<file path="config.mk">
export PLATFORM = sky130hd
export DESIGN_NAME = led_sequencer
export DESIGN_NICKNAME = d
export VERILOG_FILES = /design/src/rtl/led_seq_pkg.sv /design/src/rtl/btn_debounce.sv /design/src/rtl/led_sequencer.sv
export SDC_FILE = /design/constraint.sdc
export NUM_CORES = 1
export LEC_CHECK = 0
export ABC_AREA = 1
export CORE_MARGIN = 10
export CORE_UTILIZATION = 25
export DETAILED_ROUTE_END_ITERATION = 10
export PLACE_DENSITY = 0.43
export SYNTH_ARGS = -nofsm -noshare
export SYNTH_HDL_FRONTEND = slang
export SYNTH_SLANG_ARGS = --single-unit
</file>
<file path="constraint.sdc">
create_clock -name clk -period 7.34 [get_ports clk]
set_input_delay 2.202 -clock clk [delete_from_list [all_inputs] [get_ports clk]]
set_output_delay 2.202 -clock clk [all_outputs]
set_load 0.005 [all_outputs]
</file>
<file path="src/rtl/led_seq_pkg.sv">
`default_nettype none
// ============================================================================
// Module      : led_seq_pkg
// Description : Mode/state encodings and mode ordering for led_sequencer.
// Revision    : 1.0 - initial release
// ============================================================================
package led_seq_pkg;

    localparam logic [1:0] MODE_OFF     = 2'd0;
    localparam logic [1:0] MODE_GRAY    = 2'd1;
    localparam logic [1:0] MODE_CHASE   = 2'd2;
    localparam logic [1:0] MODE_BREATHE = 2'd3;

    typedef enum logic {
        ST_RUN   = 1'b0,
        ST_BLANK = 1'b1
    } state_t;

    // Advance order: GRAY -> CHASE -> BREATHE -> OFF -> GRAY
    function automatic logic [1:0] next_mode(input logic [1:0] m);
        case (m)
            MODE_GRAY:    return MODE_CHASE;
            MODE_CHASE:   return MODE_BREATHE;
            MODE_BREATHE: return MODE_OFF;
            default:      return MODE_GRAY;
        endcase
    endfunction

endpackage
`default_nettype wire

</file>
<file path="src/rtl/btn_debounce.sv">
`default_nettype none
// ============================================================================
// Module      : btn_debounce
// Description : Button synchronizer, stability debounce and press-edge pulse.
// Revision    : 1.0 - initial release
// ============================================================================
module btn_debounce #(
    parameter int DEB_BITS = 16
) (
    input  logic clk,
    input  logic rst,
    input  logic btn_raw,
    output logic press
);

    logic                r_sync1;
    logic                r_sync2;
    logic                r_db;
    logic                r_db_d;
    logic [DEB_BITS-1:0] r_cnt;

    // The counter only runs while the synced level disagrees with the
    // debounced level; any return to agreement restarts the stability window.
    always_ff @(posedge clk or posedge rst) begin
        if (rst) begin
            r_sync1 <= 1'b0;
            r_sync2 <= 1'b0;
            r_db    <= 1'b0;
            r_db_d  <= 1'b0;
            r_cnt   <= '0;
        end else begin
            r_sync1 <= btn_raw;
            r_sync2 <= r_sync1;
            r_db_d  <= r_db;
            if (r_sync2 == r_db) begin
                r_cnt <= '0;
            end else if (&r_cnt) begin
                r_db  <= r_sync2;
                r_cnt <= '0;
            end else begin
                r_cnt <= r_cnt + 1'b1;
            end
        end
    end

    assign press = r_db & ~r_db_d;

endmodule
`default_nettype wire

</file>
<file path="src/rtl/led_sequencer.sv">
`default_nettype none
// ============================================================================
// Module      : led_sequencer
// Description : LED bank mode sequencer (Gray/chase/breathe/off) with blanking.
// Revision    : 1.0 - initial release
// ============================================================================
module led_sequencer
    import led_seq_pkg::*;
#(
    parameter int NLED        = 5,
    parameter int LOG2DELAY   = 21,
    parameter int DEB_BITS    = 16,
    parameter int BLANK_TICKS = 4,
    parameter int DUTY_STEP   = 8
) (
    input  logic            clk,
    input  logic            rst,
    input  logic            btn,
    output logic [NLED-1:0] led,
    output logic [1:0]      mode,
    output logic            blanking,
    output logic            tick
);

    localparam logic [7:0] c_duty_step   = 8'(DUTY_STEP);
    localparam logic [3:0] c_blank_ticks = 4'(BLANK_TICKS);

    logic [LOG2DELAY-1:0] r_presc;
    logic [7:0]           w_pwm;
    logic                 w_tick;
    logic                 w_press;

    state_t               r_state;
    logic [1:0]           r_mode;
    logic [NLED-1:0]      r_led;
    logic [NLED-1:0]      r_step;
    logic [NLED-1:0]      r_chase;
    logic [7:0]           r_duty;
    logic                 r_dir_down;
    logic [3:0]           r_blank_cnt;

    logic [NLED-1:0]      w_step_nxt;
    logic [NLED-1:0]      w_chase_nxt;
    logic [7:0]           w_duty_nxt;
    logic                 w_dir_down_nxt;
    logic [8:0]           w_duty_up;
    logic [NLED-1:0]      w_pattern;
    logic [3:0]           w_blank_inc;

    always_ff @(posedge clk or posedge rst) begin
        if (rst) begin
            r_presc <= '0;
        end else begin
            r_presc <= r_presc + 1'b1;
        end
    end

    assign w_tick = &r_presc;

    generate
        if (LOG2DELAY >= 8) begin : g_pwm_slice
            assign w_pwm = r_presc[7:0];
        end else begin : g_pwm_ext
            assign w_pwm = {{(8-LOG2DELAY){1'b0}}, r_presc};
        end
    endgenerate

    btn_debounce #(
        .DEB_BITS (DEB_BITS)
    ) u_debounce (
        .clk     (clk),
        .rst     (rst),
        .btn_raw (btn),
        .press   (w_press)
    );

    assign w_duty_up   = {1'b0, r_duty} + {1'b0, c_duty_step};
    assign w_blank_inc = r_blank_cnt + 4'd1;

    // Pattern state as it would be after this cycle if no press intervenes.
    always_comb begin
        w_step_nxt     = r_step;
        w_chase_nxt    = r_chase;
        w_duty_nxt     = r_duty;
        w_dir_down_nxt = r_dir_down;
        if (w_tick) begin
            case (r_mode)
                MODE_GRAY:  w_step_nxt  = r_step + 1'b1;
                MODE_CHASE: w_chase_nxt = {r_chase[NLED-2:0], r_chase[NLED-1]};
                MODE_BREATHE: begin
                    if (!r_dir_down) begin
                        if (w_duty_up > 9'd255) begin
                            w_duty_nxt     = 8'd255;
                            w_dir_down_nxt = 1'b1;
                        end else begin
                            w_duty_nxt = w_duty_up[7:0];
                        end
                    end else if (r_duty < c_duty_step) begin
                        w_duty_nxt     = 8'd0;
                        w_dir_down_nxt = 1'b0;
                    end else begin
                        w_duty_nxt = r_duty - c_duty_step;
                    end
                end
                default: ;
            endcase
        end
    end

    always_comb begin
        w_pattern = '0;
        case (r_mode)
            MODE_GRAY:    w_pattern = w_step_nxt ^ (w_step_nxt >> 1);
            MODE_CHASE:   w_pattern = w_chase_nxt;
            MODE_BREATHE: if (w_pwm < w_duty_nxt) w_pattern = '1;
            default:      ;
        endcase
    end

    // A press in RUN takes priority over a coincident tick; presses in BLANK are dropped.
    always_ff @(posedge clk or posedge rst) begin
        if (rst) begin
            r_state     <= ST_RUN;
            r_mode      <= MODE_GRAY;
            r_led       <= '0;
            r_step      <= '0;
            r_chase     <= {{(NLED-1){1'b0}}, 1'b1};
            r_duty      <= 8'd0;
            r_dir_down  <= 1'b0;
            r_blank_cnt <= 4'd0;
        end else begin
            case (r_state)
                ST_RUN: begin
                    if (w_press) begin
                        r_mode      <= next_mode(r_mode);
                        r_state     <= ST_BLANK;
                        r_led       <= '0;
                        r_blank_cnt <= 4'd0;
                    end else begin
                        r_step     <= w_step_nxt;
                        r_chase    <= w_chase_nxt;
                        r_duty     <= w_duty_nxt;
                        r_dir_down <= w_dir_down_nxt;
                        r_led      <= w_pattern;
                    end
                end
                ST_BLANK: begin
                    r_led <= '0;
                    if (w_tick) begin
                        if (w_blank_inc == c_blank_ticks) begin
                            r_state     <= ST_RUN;
                            r_blank_cnt <= 4'd0;
                            r_step      <= '0;
                            r_chase     <= {{(NLED-1){1'b0}}, 1'b1};
                            r_duty      <= 8'd0;
                            r_dir_down  <= 1'b0;
                        end else begin
                            r_blank_cnt <= w_blank_inc;
                        end
                    end
                end
            endcase
        end
    end

    assign led      = r_led;
    assign mode     = r_mode;
    assign blanking = (r_state == ST_BLANK);
    assign tick     = w_tick;

endmodule
`default_nettype wire

</file>
**Word level (Yosys, flattened, before mapping)**

Index checks and enable logic that the tools add are counted.
W data, S select, Z words.

- Flip-flop bits (word level): 72
- Bits in latches: 0
- Bits in writable memories: 0
- Bits in read-only memories: 0
- Memories kept: 0

- Add/subtract/negate cells: 6
- Multiply operators: 0
- Divide/modulo/power cells: 0
- Order comparisons: 3
- Equality and inequality tests: 11
- Shifts and indexed selects: 0
- Mux-type cells: 45
- Bitwise operators: 5
- Reductions and logical operators: 7

Operator list:

| cell | number |
|---|---|
| $mux W8 | 8 |
| $mux W5 | 12 |
| $mux W16 | 2 |
| $pmux W5 S2 | 3 |
| $add A21 B1 Y21 const B | 1 |
| $reduce_and A21 Y1 | 1 |
| $reduce_and A17 Y1 | 1 |
| $add A16 B1 Y16 const B | 1 |
| $pmux W8 S2 | 1 |
| $reduce_and A16 Y1 | 1 |
| $pmux W5 S3 | 1 |
| $mux W4 | 3 |
| $mux W1 | 11 |
| $add A8 B4 Y9 const B | 1 |
| $gt A9 B8 Y1 const B | 1 |
| $lt A8 B4 Y1 const B | 1 |
| $lt A8 B8 Y1 | 1 |
| $ne A2 B2 Y1 const B | 4 |
| $pmux W4 S2 | 1 |
| $sub A8 B4 Y8 const B | 1 |
| $pmux W2 S3 | 1 |
| $add A5 B1 Y5 const B | 1 |
| $reduce_and A5 Y1 | 1 |
| $xor A5 B4 Y5 | 1 |
| 11 further kinds | 17 |

**Depth between registers and ports, before layout**

- Depth after elaboration: 11
- Mapped depth: 19
- Mapped depth without buffers: 19

**By module**

Synthesis repeated with hierarchy kept, for this count alone.

- Cells, all modules: 493
- Area, all modules: 4144.0 sq um

By module, submodules not included:

| module | times used | cells an instance | area an instance (sq um) |
|---|---|---|---|
| led_sequencer | 1 | 357 | 3064.2 |
| btn_debounce | 1 | 136 | 1079.8 |

**Worst setup path after synthesis**

No wires, ideal clock.

- Path kind: flip-flop to output port
- Start: register r_presc[1]
- End: output tick
- Arrival: 1.128 ns
- Setup slack: 4.010 ns
- Cell stages (with the launch flop): 6
- Buffers on the path: 0
- Cell sequence: dfrtp_1 > ha_1 > nand2_2 > nor2_4 > nand3_2 > nor3_4

- Longest elaborated chain between the ends: 1

RTL lines:

| what | RTL line | RTL |
|---|---|---|
| start, declared | led_sequencer.sv:28 | `logic [LOG2DELAY-1:0] r_presc;` |
| start signal, assigned | led_sequencer.sv:54 | `r_presc <= r_presc + 1'b1;` |
| $reduce_and A21 Y1 | led_sequencer.sv:58 | `assign w_tick = &r_presc;` |
| end, declared | led_sequencer.sv:22 | `output logic tick` |

No other way between the ends.

**Final worst setup path**

Same ends and word-level chain as after synthesis.

==> impl_metrics.py <==
metrics = {
    "run_status": {
        "status": "finished clean",
    },
    "sta": {
        "fin_crit_ns": 4.47,
        "hold_violations": 0,
        "final.setup.tns_ns": 0,
        "worstMarginPinSlew_ns": 0.943,
        "rsz0062_at_grt": "no",
        "skew_ns": 0.00457,
        "period_share_pct": 60.9,
        "setup-violations-final": 0,
        "slew_headroom_pct": 37.1,
        "fmax_mhz": 224,
        "slew_violations": 0,
    },
    "grt": {
        "grt_use_met2_pct": 11.4,
        "grt_use_met3_pct": 2.11,
        "grtUsageMet1_pct": 11.0,
        "grtUsageTotal_pct": 7.91,
        "grt_max_degree": 73,
        "antenna_found_initial": 0,
        "grt.busiest_layer": "met2",
        "grt_pass1_vias": 2745,
        "grt_overflow": 0,
        "grt_pass1_wl_um": 13900,
    },
    "pwr": {
        "power_density_mw_per_mm2": 179,
        "ir_worst_vdd_mv": 0.0815,
        "power.leakage_nw": 2.06,
    },
    "place": {
        "dpl.hpwl_um": 5870,
        "portBuffers": 11,
        "gp_congestion": 0.829,
    },
    "worst_setup_path": {
        "crit_arrival_ns": 2.27,
        "rr_startpoint": "r_duty[3]",
        "reg2reg_depth": 18,
        "cp_max_fo": 7,
        "r2r_slack_ns": 4.13,
        "startpoint_type": "flop",
        "worstSetupEndpointType": "output port",
        "critical_path_class": "reg2out",
        "crit_required_ns": 5.14,
        "r2r_end": "led[0]",
    },
    "layout": {
        "mostFrequentLayoutCell": "nand2_1",
        "n_antenna_cell": 0,
        "areaGrowthSynthToFinish_pct": 16.2,
        "finish.utilization_pct": 29.8,
        "mostFrequentLayoutCells": "nand2_1 (74), dfrtp_1 (70), inv_1 (57)",
        "nets": 483,
        "drive_gt1_share_pct": 10.9,
    },
    "synth": {
        "synth.top_cell.area_share_pct": 44.8,
        "syn_nets": 463,
        "synthTopCellsByArea": "dfrtp_1 (45%), nand2_1 (7.1%), ha_1 (6.1%), inv_1 (5.6%), xor2_1 (5.4%)",
        "yosysWarnings": 0,
        "avgSynthCellArea_um2": 8.86,
        "synthCells": 441,
        "syn_area_mm2": 0.00391,
        "yosysUniqueCellTypes": 39,
        "ys_ff_latch": 72,
        "synth_area_leader_cell": "dfrtp_1",
        "synth_seq_area_share_pct": 46.2,
    },
    "cts": {
        "ctsResizeCount": 0,
        "clockBufferDepth": 2,
        "cts_root_buffer": "clkbuf_16",
        "cts_hold_buffers": 0,
        "cts_tree": "built",
        "clk_latency_ns": 0.33,
        "path_clk_slew_ns": 0.05,
        "cts_num_sinks": 72,
        "h-tree-depth": 3,
        "cts_setup_buffers": 0,
        "numCtsBuffers": 9,
    },
    "floorplan": {
        "rows": 45,
        "initial_core_util_pct": 25.6,
        "fp.dieH_um": 145,
        "pin_count": 12,
        "core_mm2": 0.0153,
        "dieArea_mm2": 0.0210,
        "dieWidth_um": 145,
    },
    "routing": {
        "via_per_inst": 4.24,
        "wl_per_cell_um": 12.1,
        "drc_errors": 0,
        "first_pass_iters": 4,
        "drt.antenna.violating_nets": 0,
        "wirelength_um": 8180,
        "drt_iter0_markers": 177,
        "vias": 2868,
    },
    "hold_path": {
        "worst_hold_startpoint": "u_debounce.r_sync1",
        "holdPathEnd": "u_debounce.r_sync2",
        "min_path_cells": 0,
        "hold_class": "reg2reg",
    },
    "run": {
        "cap_violations": 0,
    },
}
[registers in the layout, indices dropped and copies added, names as in the netlist, 2 cells and up]
signal            cells
r_step                5
r_blank_cnt           4
led                   5
r_presc              21
r_chase               5
r_duty                8
u_debounce.r_cnt     16
mode                  2
[critical path, stage by stage (launching register included)]
cell,delay [ns]
dfrtp_1,0.37
ha_1,0.20
nand2_2,0.09
nor2_4,0.14
nand3_2,0.14
nor3_4,0.40
clkdlybuf4s50_1,0.60
[power breakdown]
part / leakage, nW / switching, mW / internal [mW]
registers: 0.977 / 0.00121 / 0.399
clock network: 0.136 / 0.162 / 0.236
logic: 0.944 / 0.0110 / 0.00353
total: 2.06 / 0.174 / 0.638
[layout make-up]
class / instances / area [um^2]
clock inverter: 4 / 20.0
fill: 1591 / 10700
tap: 211 / 264
clock buffer: 12 / 246
timing repair buffer: 12 / 118
multi-input combinational: 307 / 1870
sequential: 72 / 1800
inverter: 59 / 221
[per-stage QoR]
| stage | worst slack, ns | total power [mW] | hold slack, ns | cell area, um^2 | cells |
|---|---|---|---|---|---|
| floorplan | 3.32 | 0.417 | 0.331 | 3910 | 441 |
| global placement | 3.20 | 0.423 | 0.335 | 4280 | 661 |
| detailed placement | 3.17 | 0.423 | 0.342 | 4280 | 661 |
| CTS | 2.81 | 0.827 | 0.355 | 4540 | 677 |
| global route | 2.71 | 0.846 | 0.364 | 4540 | 677 |
| finish | 2.87 | 0.812 | 0.350 | 4540 | 677 |
[worst max-delay path by stage]
stage | from | to | slack [ns] | cells after the start
after floorplan | rst | blanking | 3.32 | 1
after global placement | r_presc[1] | tick | 3.20 | 6
after detailed placement | r_presc[1] | tick | 3.17 | 6
after CTS | r_presc[1] | tick | 2.81 | 6
after global routing | r_presc[1] | tick | 2.71 | 6
final | r_presc[1] | tick | 2.87 | 6
[metal layers]
layer  up-vias  share of wire, %
li1       1486                 -
met1      1346                51
met2        26                43
met3        10               3.9
met4         0               1.3
met5         -                 0
[cells in the mapped netlist]
cell       n
o21ai_2    1
dfstp_2    2
o21a_1     2
or2_2      2
o22ai_1   12
a22oi_1    2
nor4_1     1
o211ai_1   1
nand4_1    8
inv_1     58
nand2_2    8
o21ai_1    3
a31oi_1    3
clkbuf_1   1
o21bai_4   1
nand4_2    1
nor3_2     1
dfrtp_1   70
o21ai_0   21
nor4_2     1
mux2_4     1
a21oi_1   19
nor2_2     3
nand3_2    6
nor3_4     3
a22o_1     2
buf_2      2
xnor2_1   10
or2_4      1
xor2_1    24
nor3_1     6
nor2_4     3
nand2_1   74
nor2_1    46
nand3_1   17
inv_2      1
nor3b_1    3
a211oi_1   2
ha_1      19
[logic make-up after synthesis]
logic type / after synthesis / synth area share [%]
AO/OA/AOI/OAI: 69 / 10.4
adder cells (fa/ha/maj): 19 / 6.08
AND/OR/NAND/NOR: 184 / 23.3
buffers and inverters: 62 / 6.02
XOR/XNOR: 34 / 7.62
multiplexers: 1 / 0.384
flip-flops: 72 / 46.2
(Power assumes the default switching activity.)
